### src/rtl/bus_wait_sequencer.sv
// bus_wait_sequencer: 6502 system/VIA clock generator with a power-on hold
// and programmable wait-state stretching for slow I/O windows in page $9F.
module bus_wait_sequencer #(
    parameter int unsigned POR_CYCLES = 65535,
    parameter int unsigned WAIT_BITS  = 3,
    parameter logic [3:0]  REG0_NIB   = 4'h4,
    parameter logic [3:0]  REG1_NIB   = 4'h0,
    parameter logic [3:0]  REG2_NIB   = 4'h1,
    parameter logic [3:0]  REG3_NIB   = 4'h6
) (
    input  logic       clk,
    input  logic       rst,
    input  logic       rw,
    input  logic [7:0] adrBusHi,
    input  logic [7:0] adrBusLo,
    input  logic [7:0] datBus,
    output logic [7:0] datOut,
    output logic       datOe,
    output logic       sysClk,
    output logic       viaClk,
    output logic       stretching,
    output logic       running
);

    localparam int unsigned POR_BITS = 16;

    typedef enum logic [1:0] {
        POR     = 2'd0,
        LOW     = 2'd1,
        HIGH    = 2'd2,
        STRETCH = 2'd3
    } state_t;

    state_t               state;
    logic [POR_BITS-1:0]  porCnt;
    logic [WAIT_BITS-1:0] waitCnt;
    logic [WAIT_BITS-1:0] waitReg [4];

    logic                 regionHit;
    logic [WAIT_BITS-1:0] regionWait;
    logic                 cfgSel;
    logic                 highPhase;
    logic                 highEnd;
    logic                 unusedDatBits;

    assign unusedDatBits = ^datBus[7:WAIT_BITS];

    // Region decode for the current address; lowest region index wins on collisions
    always_comb begin
        regionHit  = 1'b0;
        regionWait = '0;
        if (adrBusHi == 8'h9F) begin
            if (adrBusLo[7:4] == REG0_NIB) begin
                regionHit  = 1'b1;
                regionWait = waitReg[0];
            end else if (adrBusLo[7:4] == REG1_NIB) begin
                regionHit  = 1'b1;
                regionWait = waitReg[1];
            end else if (adrBusLo[7:4] == REG2_NIB) begin
                regionHit  = 1'b1;
                regionWait = waitReg[2];
            end else if (adrBusLo[7:4] == REG3_NIB) begin
                regionHit  = 1'b1;
                regionWait = waitReg[3];
            end
        end
    end

    assign cfgSel    = (adrBusHi == 8'h9F) && (adrBusLo[7:2] == 6'b011111);
    assign highPhase = (state == HIGH) || (state == STRETCH);
    // Last clk of the high phase, where the CPU access completes
    assign highEnd   = ((state == HIGH) && (waitCnt == '0)) ||
                       ((state == STRETCH) && (waitCnt == WAIT_BITS'(1)));

    // Register readback drives the bus only while the CPU reads during phi2 high
    assign datOe  = highPhase && rw && cfgSel;
    assign datOut = datOe ? 8'(waitReg[adrBusLo[1:0]]) : 8'h00;

    // Wait-count registers; writes commit as the CPU write completes
    always_ff @(posedge clk or posedge rst) begin
        if (rst) begin
            waitReg[0] <= WAIT_BITS'(3);
            waitReg[1] <= '0;
            waitReg[2] <= '0;
            waitReg[3] <= '0;
        end else if (highEnd && !rw && cfgSel) begin
            waitReg[adrBusLo[1:0]] <= datBus[WAIT_BITS-1:0];
        end
    end

    // VIA clock runs at clk/2 once released from the power-on hold, never stretched
    always_ff @(posedge clk or posedge rst) begin
        if (rst) begin
            viaClk <= 1'b0;
        end else if (running) begin
            viaClk <= ~viaClk;
        end
    end

    // Phase sequencer: POR hold, then LOW/HIGH with optional STRETCH clks
    always_ff @(posedge clk or posedge rst) begin
        if (rst) begin
            state      <= POR;
            porCnt     <= '0;
            waitCnt    <= '0;
            sysClk     <= 1'b0;
            stretching <= 1'b0;
            running    <= 1'b0;
        end else begin
            case (state)
                POR: begin
                    if (porCnt == POR_BITS'(POR_CYCLES - 1)) begin
                        state   <= LOW;
                        running <= 1'b1;
                    end else begin
                        porCnt <= porCnt + POR_BITS'(1);
                    end
                end
                LOW: begin
                    waitCnt <= regionHit ? regionWait : '0;
                    state   <= HIGH;
                    sysClk  <= 1'b1;
                end
                HIGH: begin
                    if (waitCnt == '0) begin
                        state  <= LOW;
                        sysClk <= 1'b0;
                    end else begin
                        state      <= STRETCH;
                        stretching <= 1'b1;
                    end
                end
                STRETCH: begin
                    waitCnt <= waitCnt - WAIT_BITS'(1);
                    if (waitCnt == WAIT_BITS'(1)) begin
                        state      <= LOW;
                        sysClk     <= 1'b0;
                        stretching <= 1'b0;
                    end
                end
                default: begin
                    state <= POR;
                end
            endcase
        end
    end

endmodule
### config.mk
export PLATFORM = sky130hd
export DESIGN_NAME = bus_wait_sequencer
export DESIGN_NICKNAME = d
export VERILOG_FILES = /design/src/rtl/bus_wait_sequencer.sv
export SDC_FILE = /design/constraint.sdc
export NUM_CORES = 1
export LEC_CHECK = 0
export CAP_MARGIN = 20
export CORE_MARGIN = 1.5
export CORE_UTILIZATION = 50
export DETAILED_ROUTE_END_ITERATION = 16
export PLACE_DENSITY = 0.74
export SKIP_LAST_GASP = 1
export SYNTH_ARGS = -nofsm -noshare
export SYNTH_HDL_FRONTEND = slang
export SYNTH_SLANG_ARGS = --single-unit
### constraint.sdc
create_clock -name clk -period 2.04 [get_ports clk]
set_input_delay 0.408 -clock clk [delete_from_list [all_inputs] [get_ports clk]]
set_output_delay 0.408 -clock clk [all_outputs]
set_load 0.02 [all_outputs]
# Yosys cells after proc, flatten, opt, wreduce, memory -nomap -nowiden
# Cells that the tools add are included.
# totals
regBits	37
# classes
addsub	2
magnitude_cmp	2
eq_ne	14
mux	28
bitwise_logic	3
n_reduce_logical	22
# ops
cell	n
two-way mux 3 bit	10
adder 16 x 1 -> 16 bit, second input constant	1
== test 16 bit, second input constant	1
bitwise mux 12 bit	1
== test 4 x 3 -> 1 bit, second input constant	2
== test 8 bit, second input constant	1
logical AND 1 bit	8
two-way mux 1 bit	8
case mux 2 bit (4 select lines)	1
binary-select mux 3 bit (select 2 bit)	1
demux 3 bit (select 2 bit)	1
== test 6 x 5 -> 1 bit, second input constant	1
two-way mux 2 bit	3
case mux 3 bit (2 select lines)	1
AND reduction 2 bit	3
AND reduction 3 bit	2
== test 2 bit, second input constant	2
== test 4 x 1 -> 1 bit, second input constant	1
logical NOT 4 bit	1
!= test 2 x 1 -> 1 bit, second input constant	2
!= test 2 bit, second input constant	2
nonzero test 2 bit	2
== test 3 x 1 -> 1 bit, second input constant	1
>= comparator 3 bit, second input constant	1
12 further kinds	14

# Depth between registers and ports, before layout
# Gate-level depths: netlist (run 1).
# logic_depth
depth_word	8
depth_mapped	7
mapped_depth_nobuf	6

# Least setup slack after synthesis (run 1)
# Ideal clock, no wire load.
# synth_path
path_type	input-to-output
start	in adrBusLo[7]
end	out datOut[0]
arrival_ns	1.463
required_time_ns	1.632
setup_slack_ns	0.169
stages	4
path_buffers	0
cell_sequence	nand3b_1 nor4_1 o2111ai_1 nor2b_1
# synth_between
elab_chain_cells	4
# synth_rtl
element	line_no	rtl
start: declaration	15	input logic [7:0] adrBusLo,
== test 6 x 5 -> 1 bit	69	assign cfgSel = (adrBusHi == 8'h9F) && (adrBusLo[7:2] == 6'b011111);
logical AND 1 bit	69	
logical AND 1 bit	76	assign datOe = highPhase && rw && cfgSel;
two-way mux 3 bit	77	assign datOut = datOe ? 8'(waitReg[adrBusLo[1:0]]) : 8'h00;
end: declaration	17	output logic [7:0] datOut,
# No other way between the ends.

# Worst setup path after layout (run 1)
# layout_path
start	in adrBusLo[1]
end	out datOut[0]
# layout_between
elab_chain_cells	5
# layout_rtl
element	line_no
NOT 2 -> 3 bit (implied by the code)	77
binary-select mux 3 bit (select 2 bit)	77
two-way mux 3 bit (implied by the code) (2 in a row)	77
two-way mux 3 bit	77
# No other way between the ends. The select of a mux whose other input is x is not followed.

==> flow_metrics.py, run 1 <==
metrics = {
    "global_routing": {
        "track_usage": 0.219,
        "grt_pass1_vias": 1835,
        "antenna_found_initial": 0,
        "grt_max_degree": 38,
        "grt_pass1_wl_mm": 8.52,
        "grt.overflow.total": 0,
    },
    "logic_synthesis": {
        "syn_area_per_cell_um2": 10.3,
        "synth_common_cells": "dfrtp_1, nand2_1, nand3_1, xor2_1, mux2_2",
        "synth_top_area_frac": 0.388,
        "async_reset_ff_frac": 1.00,
        "synth_edf_count": 0,
        "ys.flop_type": "dfrtp_1",
        "syn_area_mm2": 0.00226,
        "synth_cells": 220,
        "yosysSeqAreaShare": 0.411,
        "synth_area_leaders": "dfrtp_1, ha_1, mux2_2",
        "ys_seq_elements": 37,
        "yosys_warnings": 0,
        "yosysMostFrequentCell": "dfrtp_1",
        "yosys.area.top_type": "dfrtp_1",
        "ys_types": 46,
    },
    "setup_path": {
        "cp-end-kind": "primary output",
        "rrSetupSlack_ns": 0.13,
        "rr_startpoint": "state[0]",
        "cp_max_fo": 4,
        "ff2ff_path_depth": 8,
        "worstPathArrival_ns": 1.56,
        "rr_endpoint": "waitReg[0]",
        "worstSetupStartpointType": "input port",
        "worstSetupPathType": "in2out",
        "critPathRequiredTime_ns": 1.63,
    },
    "placed_design": {
        "place.port_buffers": 29,
        "hpwl_mm": 3.56,
        "dp.cells": 312,
        "place_congestion": 0.810,
    },
    "sta": {
        "fin_skew_ns": 0.00529,
        "hold_slack_ns": 0.465,
        "setup_viol": 0,
        "tns_ns": 0,
        "period_share": 0.965,
        "hold_violations": 0,
        "tightest_slew_ns": 0.538,
        "max_slew_margin": 0.638,
        "drv_slew": 0,
        "min_period_ns": 1.97,
        "max_freq_mhz": 508,
    },
    "floorplan": {
        "die_area_mm2": 0.00493,
        "rows": 24,
        "initial_utilization": 0.518,
        "die_y_um": 70.2,
        "fp.coreArea_mm2": 0.00435,
        "ios": 40,
        "die_w_um": 70.2,
    },
    "clock_network": {
        "clkLatencyLatePin_ns": 0.28,
        "cts_buffers": 5,
        "cts_tree": "built",
        "path_clk_slew_ns": 0.07,
        "cts_max_path_buffers": 2,
        "h-tree-depth": 2,
        "cts.sinks": 37,
        "cts_root_buf": "clkbuf_8",
        "postCtsHoldBufs": 0,
    },
    "cells_and_area": {
        "finish.net_count": 307,
        "n_antenna_cell": 0,
        "area.growth.synth_to_final_pct": 27.3,
        "layout-drive-gt1-share": 0.256,
        "fill_cells": 349,
        "fin_cells": 322,
        "final_core_util": 0.660,
    },
    "power_and_ir_drop": {
        "netSwitchingFraction": 0.226,
        "p_seq_frac": 0.534,
        "p_sw_mw": 0.310,
        "p_per_area_mw_per_mm2": 478,
        "peakVddDrop_mv": 0.382,
        "internal_power_mw": 1.06,
        "power_leakage_nw": 1.34,
        "comb_power_share": 0.082,
        "clockPowerShare": 0.383,
    },
    "run_status": {
        "status": "completed",
    },
    "min_path": {
        "hp-class": "reg2reg",
        "holdPathStages": 1,
        "hold_end": "viaClk",
        "hp-start": "viaClk",
    },
    "route": {
        "num_vias": 1825,
        "drt-total-wl_mm": 4.90,
        "avgRoutedWirePerCell_um": 15.2,
        "drc": 0,
        "avgViaCountPerCell": 5.67,
        "drtAntennaViolNets": 0,
        "firstDrtPassIters": 4,
        "first_iter_violations": 119,
    },
    "job": {
        "cap_violations": 0,
    },
}
[how the worst max path moves through the flow]
stage                            from        end  slack [ns]  cells past startpoint
after detailed placement  adrBusLo[7]  datOut[1]       -0.72                      7
final                     adrBusLo[1]  datOut[0]        0.07                      4
after global routing      adrBusHi[3]  datOut[0]      -0.001                      7
after floorplan           adrBusLo[7]  datOut[0]        0.17                      4
after global placement    adrBusLo[7]  datOut[2]       -0.65                      7
after CTS                 adrBusLo[3]  datOut[2]     0.00005                      7
[metal layers]
layer	share of wire	up-vias	wire, µm	GRT usage
met1	0.45	900	2180	0.285
met2	0.51	42	2480	0.352
met4	0.0074	0	36	0.0812
li1	-	881	-	-
met5	0	-	0	0
met3	0.041	2	200	0.0563
[worst max-delay path, cell delays in order]
cell and delay (ns):
clkdlybuf4s50_1 0.56, mux4_2 0.33, nor2b_4 0.14, buf_6 0.12
[registers in the layout (all words and copies together) (netlist names)]
register    count
stretching      1
waitCnt         3
running         1
sysClk          1
state           2
porCnt         16
viaClk          1
waitReg        12
[layout by cell type, fill, tap and decap left out, types with 9 or more instances in the layout]
cell type,instances
dlygate4sd2_1,11
xor2_1,13
dfrtp_1,35
clkdlybuf4s50_1,10
ha_1,9
nand3_1,12
nand2_1,14
mux2_2,12
buf_4,24
[cell type report]
class                   instances  area [µm²]  area share
multi-input cells             164        1300       0.453
flip-flops and latches         37         928       0.323
repair buffers                 52         455       0.159
well taps                      52        65.1      0.0226
inverters                       9        33.8      0.0118
clock buffers                   8        90.1      0.0314
[cell families after synthesis]
| kind of cell | Yosys count | synth area share |
|---|---|---|
| and+or+nand+nor | 85 | 0.221 |
| AOI/OAI and AO/OA | 29 | 0.0881 |
| other | 1 | 0.00166 |
| adders and majority gates | 11 | 0.0610 |
| buffers and inverters | 23 | 0.0516 |
| DFF | 37 | 0.411 |
| xor gates and xnor gates | 16 | 0.0621 |
| muxes | 18 | 0.103 |
[per-stage QoR]
step | cell area [µm²] | total power, mW | worst slack [ns]
final | 2870 | 1.37 | 0.0718
after floorplan | 2270 | 0.802 | 0.169
after global placement | 2700 | 0.857 | -0.650
after detailed placement | 2700 | 0.859 | -0.716
after global routing | 2870 | 1.44 | -0.000993
after CTS | 2830 | 1.39 | 0.0000545
[power groups by stage]
stage	Sequential [mW]	Clock [mW]	Combinational, mW
floorplan	0.747	0	0.0542
global placement	0.747	0	0.110
detailed placement	0.747	0	0.112
CTS	0.733	0.544	0.111
global route	0.733	0.578	0.125
finish	0.733	0.526	0.113
[repair_timing]
| action | in CTS | in global routing |
|---|---|---|
| endpoints found under the hold margin | 0 | 0 |
| resized for setup | 42 | 15 |
| setup endpoints to repair | 4 | 10 |
| buffers inserted | 2 | 0 |
| pin swaps | 6 | 4 |
No activity file was read; power rests on OpenSTA's default activity.
==> inputs of run 2 (changes only) <==
--- a/config.mk
+++ b/config.mk
@@ -6,8 +6,10 @@
 export NUM_CORES = 1
 export LEC_CHECK = 0
 export CAP_MARGIN = 20
+export CORE_ASPECT_RATIO = 1.25
 export CORE_MARGIN = 1.5
 export CORE_UTILIZATION = 50
+export CTS_CLUSTER_DIAMETER = 30
 export DETAILED_ROUTE_END_ITERATION = 16
 export PLACE_DENSITY = 0.74
 export SKIP_LAST_GASP = 1
==> constraint.sdc (replaced) <==
create_clock -name clk -period 2.4 [get_ports clk]
set_input_delay 0.48 -clock clk [delete_from_list [all_inputs] [get_ports clk]]
set_output_delay 0.48 -clock clk [all_outputs]
set_load 0.02 [all_outputs]
==> run 2 against run 1 <==
Net effect:
- critical path depth grew 2
- highest routed layer unchanged
- register-to-register slack improved by 0.07 ns
- sequential share of layout area up 0.37 points
- die area barely moved
- combinational power shrank 9.7%
- power decreased by 0.50%
- count of clock-buffer cells in the layout fell by 3
- hold slack gained 0.0070 ns
- utilization is 0.80 points lower
- sequential power decreased by 15%
- via count is 2.6% lower
- routed wire length shrank 5.1%
- critical path type unchanged
==> flow_metrics.py, run 2 (same netlist as run 1, synthesis figures left out) <==
metrics = {
    "clock_network": {
        "h-tree-depth": 2,
        "cts_max_path_buffers": 2,
        "cts_tree": "built",
        "clkLatencyLatePin_ns": 0.29,
        "cts.sinks": 37,
        "cts_root_buf": "clkbuf_8",
        "cts_buffers": 5,
        "path_clk_slew_ns": 0.08,
    },
    "sta": {
        "drv_slew": 0,
        "fin_skew_ns": 0.0107,
        "period_share": 0.975,
        "max_freq_mhz": 427,
        "setup_ws_ns": 0.0601,
        "setup_viol": 0,
        "hold_violations": 0,
        "min_period_ns": 2.34,
    },
    "setup_path": {
        "worstPathArrival_ns": 1.86,
        "crit_slowest_cell": "clkdlybuf4s50_1",
        "critPathRequiredTime_ns": 1.92,
        "ff2ff_path_depth": 7,
        "worstSetupStartpointType": "input port",
        "cp-end-kind": "primary output",
        "worst_path_largest_cell_delay_ns": 0.50,
        "cp_max_fo": 4,
        "worstSetupPathType": "in2out",
        "crit_chain": "clkdlybuf4s50_1 > nand2b_4 > nor4_4 > o2111ai_4 > nor2b_2 > buf_2",
    },
    "min_path": {
        "holdPathStages": 1,
        "hp-class": "reg2reg",
    },
    "cells_and_area": {
        "largest_reg_flops": 16,
        "n_antenna_cell": 0,
        "ff_latch_area_um2": 928,
        "area.growth.synth_to_final_pct": 25.8,
        "top_register": "porCnt",
        "multi_input_area_mm2": 0.00128,
        "stdcell_area_mm2": 0.00284,
        "final_cell_mix": "dfrtp_1, clkdlybuf4s50_1, buf_4",
        "finish.net_count": 298,
        "top_regs": "porCnt x16, waitReg x12, waitCnt x3",
        "layout-drive-gt1-share": 0.215,
        "final_common_cell": "dfrtp_1",
        "fill_cells": 347,
        "final_core_util": 0.652,
    },
    "floorplan": {
        "die_area_mm2": 0.00493,
        "fp.coreArea_mm2": 0.00436,
        "rows": 27,
        "ios": 40,
        "initial_utilization": 0.518,
        "die_w_um": 63.1,
        "die_y_um": 78.1,
    },
    "placed_design": {
        "place.port_buffers": 29,
        "hpwl_mm": 3.36,
        "pre_cts_slack_ns": -0.632,
        "place_area_mm2": 0.00265,
        "place_congestion": 0.828,
    },
    "global_routing": {
        "grt.overflow.total": 0,
        "grt_pass1_vias": 1839,
        "grt_pass1_wl_mm": 8.02,
        "grt_max_degree": 38,
        "antenna_found_initial": 0,
        "track_usage": 0.207,
    },
    "power_and_ir_drop": {
        "p_per_area_mw_per_mm2": 481,
        "clockPowerShare": 0.469,
        "netSwitchingFraction": 0.204,
        "p_seq_frac": 0.456,
        "internal_power_mw": 1.09,
        "power_leakage_nw": 1.34,
        "peakVddDrop_mv": 0.442,
        "p_sw_mw": 0.278,
        "comb_power_share": 0.075,
    },
    "route": {
        "avgRoutedWirePerCell_um": 14.6,
        "firstDrtPassIters": 4,
        "drt-total-wl_mm": 4.65,
        "drtAntennaViolNets": 0,
        "num_vias": 1777,
        "first_iter_violations": 85,
        "avgViaCountPerCell": 5.57,
        "drc": 0,
    },
    "run_status": {
        "status": "completed",
    },
    "job": {
        "cap_violations": 0,
    },
}
## run 2: cell count changes in the layout (fill, tap and decap cells not counted), moves of 2 or more
cell and change:
clkbuf_1 -2, clkdlybuf4s15_1 -2, dlymetal6s2s_1 +3, buf_4 -9, clkdlybuf4s50_1 +9, ha_1 +2, nor2b_1 +2, dlygate4sd2_1 -10
nor2b_4 -3, ha_2 -2, bufinv_16 +2, buf_2 +3, buf_6 -3
## run 2: stage by stage
| stage | total power [mW] | hold WS (ns) | cells | setup TNS, ns |
|---|---|---|---|---|
| floorplan | 0.681 | 0.442 | 224 | 0 |
| global placement | 0.731 | 0.458 | 310 | -1.87 |
| detailed placement | 0.732 | 0.461 | 310 | -2.37 |
| CTS | 1.37 | 0.476 | 318 | -0.0229 |
| global route | 1.40 | 0.489 | 319 | -0.00177 |
| finish | 1.37 | 0.472 | 319 | 0 |
## run 2: worst max-delay path: cells and delay by family
kind | cells | cell delay [ns]
and+or+nand+nor | 3 | 0.50
AOI/OAI and AO/OA | 1 | 0.21
buffers and inverters | 2 | 0.67
## run 2: timing repair
| item | 4_1_cts | 5_1_grt |
|---|---|---|
| resized for setup | 22 | 11 |
| setup buffers | 0 | 1 |
| hold endpoints to repair | 0 | 0 |
| endpoints found under the setup margin | 4 | 4 |
| pin swaps | 2 | 3 |
| hold buffers | 0 | 0 |
## run 2: area by class of cell
type,count,area share
clock inverter,3,0.0229
tap,58,0.0256
clock buffer,5,0.0242
multi-input combinational,164,0.452
timing repair buffer,43,0.137
sequential,37,0.327
inverter,9,0.0119
## run 2: worst paths after layout
path                             startpoint           to  slack, ns
min in group asynchronous               rst   waitReg[6]       0.60
worst max register to register     state[0]   waitReg[1]       0.20
worst max-delay path            adrBusHi[7]    datOut[0]       0.06
max in group asynchronous               rst  waitReg[10]       1.46
worst min-delay path                 viaClk       viaClk       0.47
worst min register to register       viaClk       viaClk       0.47
## run 2: power by group through the flow
stage               Combinational, mW  Sequential [mW]  Clock (mW)
floorplan                      0.0460            0.635           0
global route                    0.112            0.623       0.669
CTS                             0.101            0.623       0.647
finish                          0.102            0.623       0.640
global placement               0.0954            0.635           0
detailed placement             0.0971            0.635           0
## run 2: routing by layer
metal	track usage	routed length, µm
met5	0	0
met4	0.0844	102
met3	0.0487	146
met2	0.400	2600
met1	0.209	1800
==> inputs of run 3 (changes only) <==
--- a/config.mk
+++ b/config.mk
@@ -5,7 +5,7 @@
 export SDC_FILE = /design/constraint.sdc
 export NUM_CORES = 1
 export LEC_CHECK = 0
-export CAP_MARGIN = 20
+export CAP_MARGIN = 15
 export CORE_ASPECT_RATIO = 1.25
 export CORE_MARGIN = 1.5
 export CORE_UTILIZATION = 50
==> results of run 3 <==
The final DEF is identical to that of run 2; final timing and power are the same.
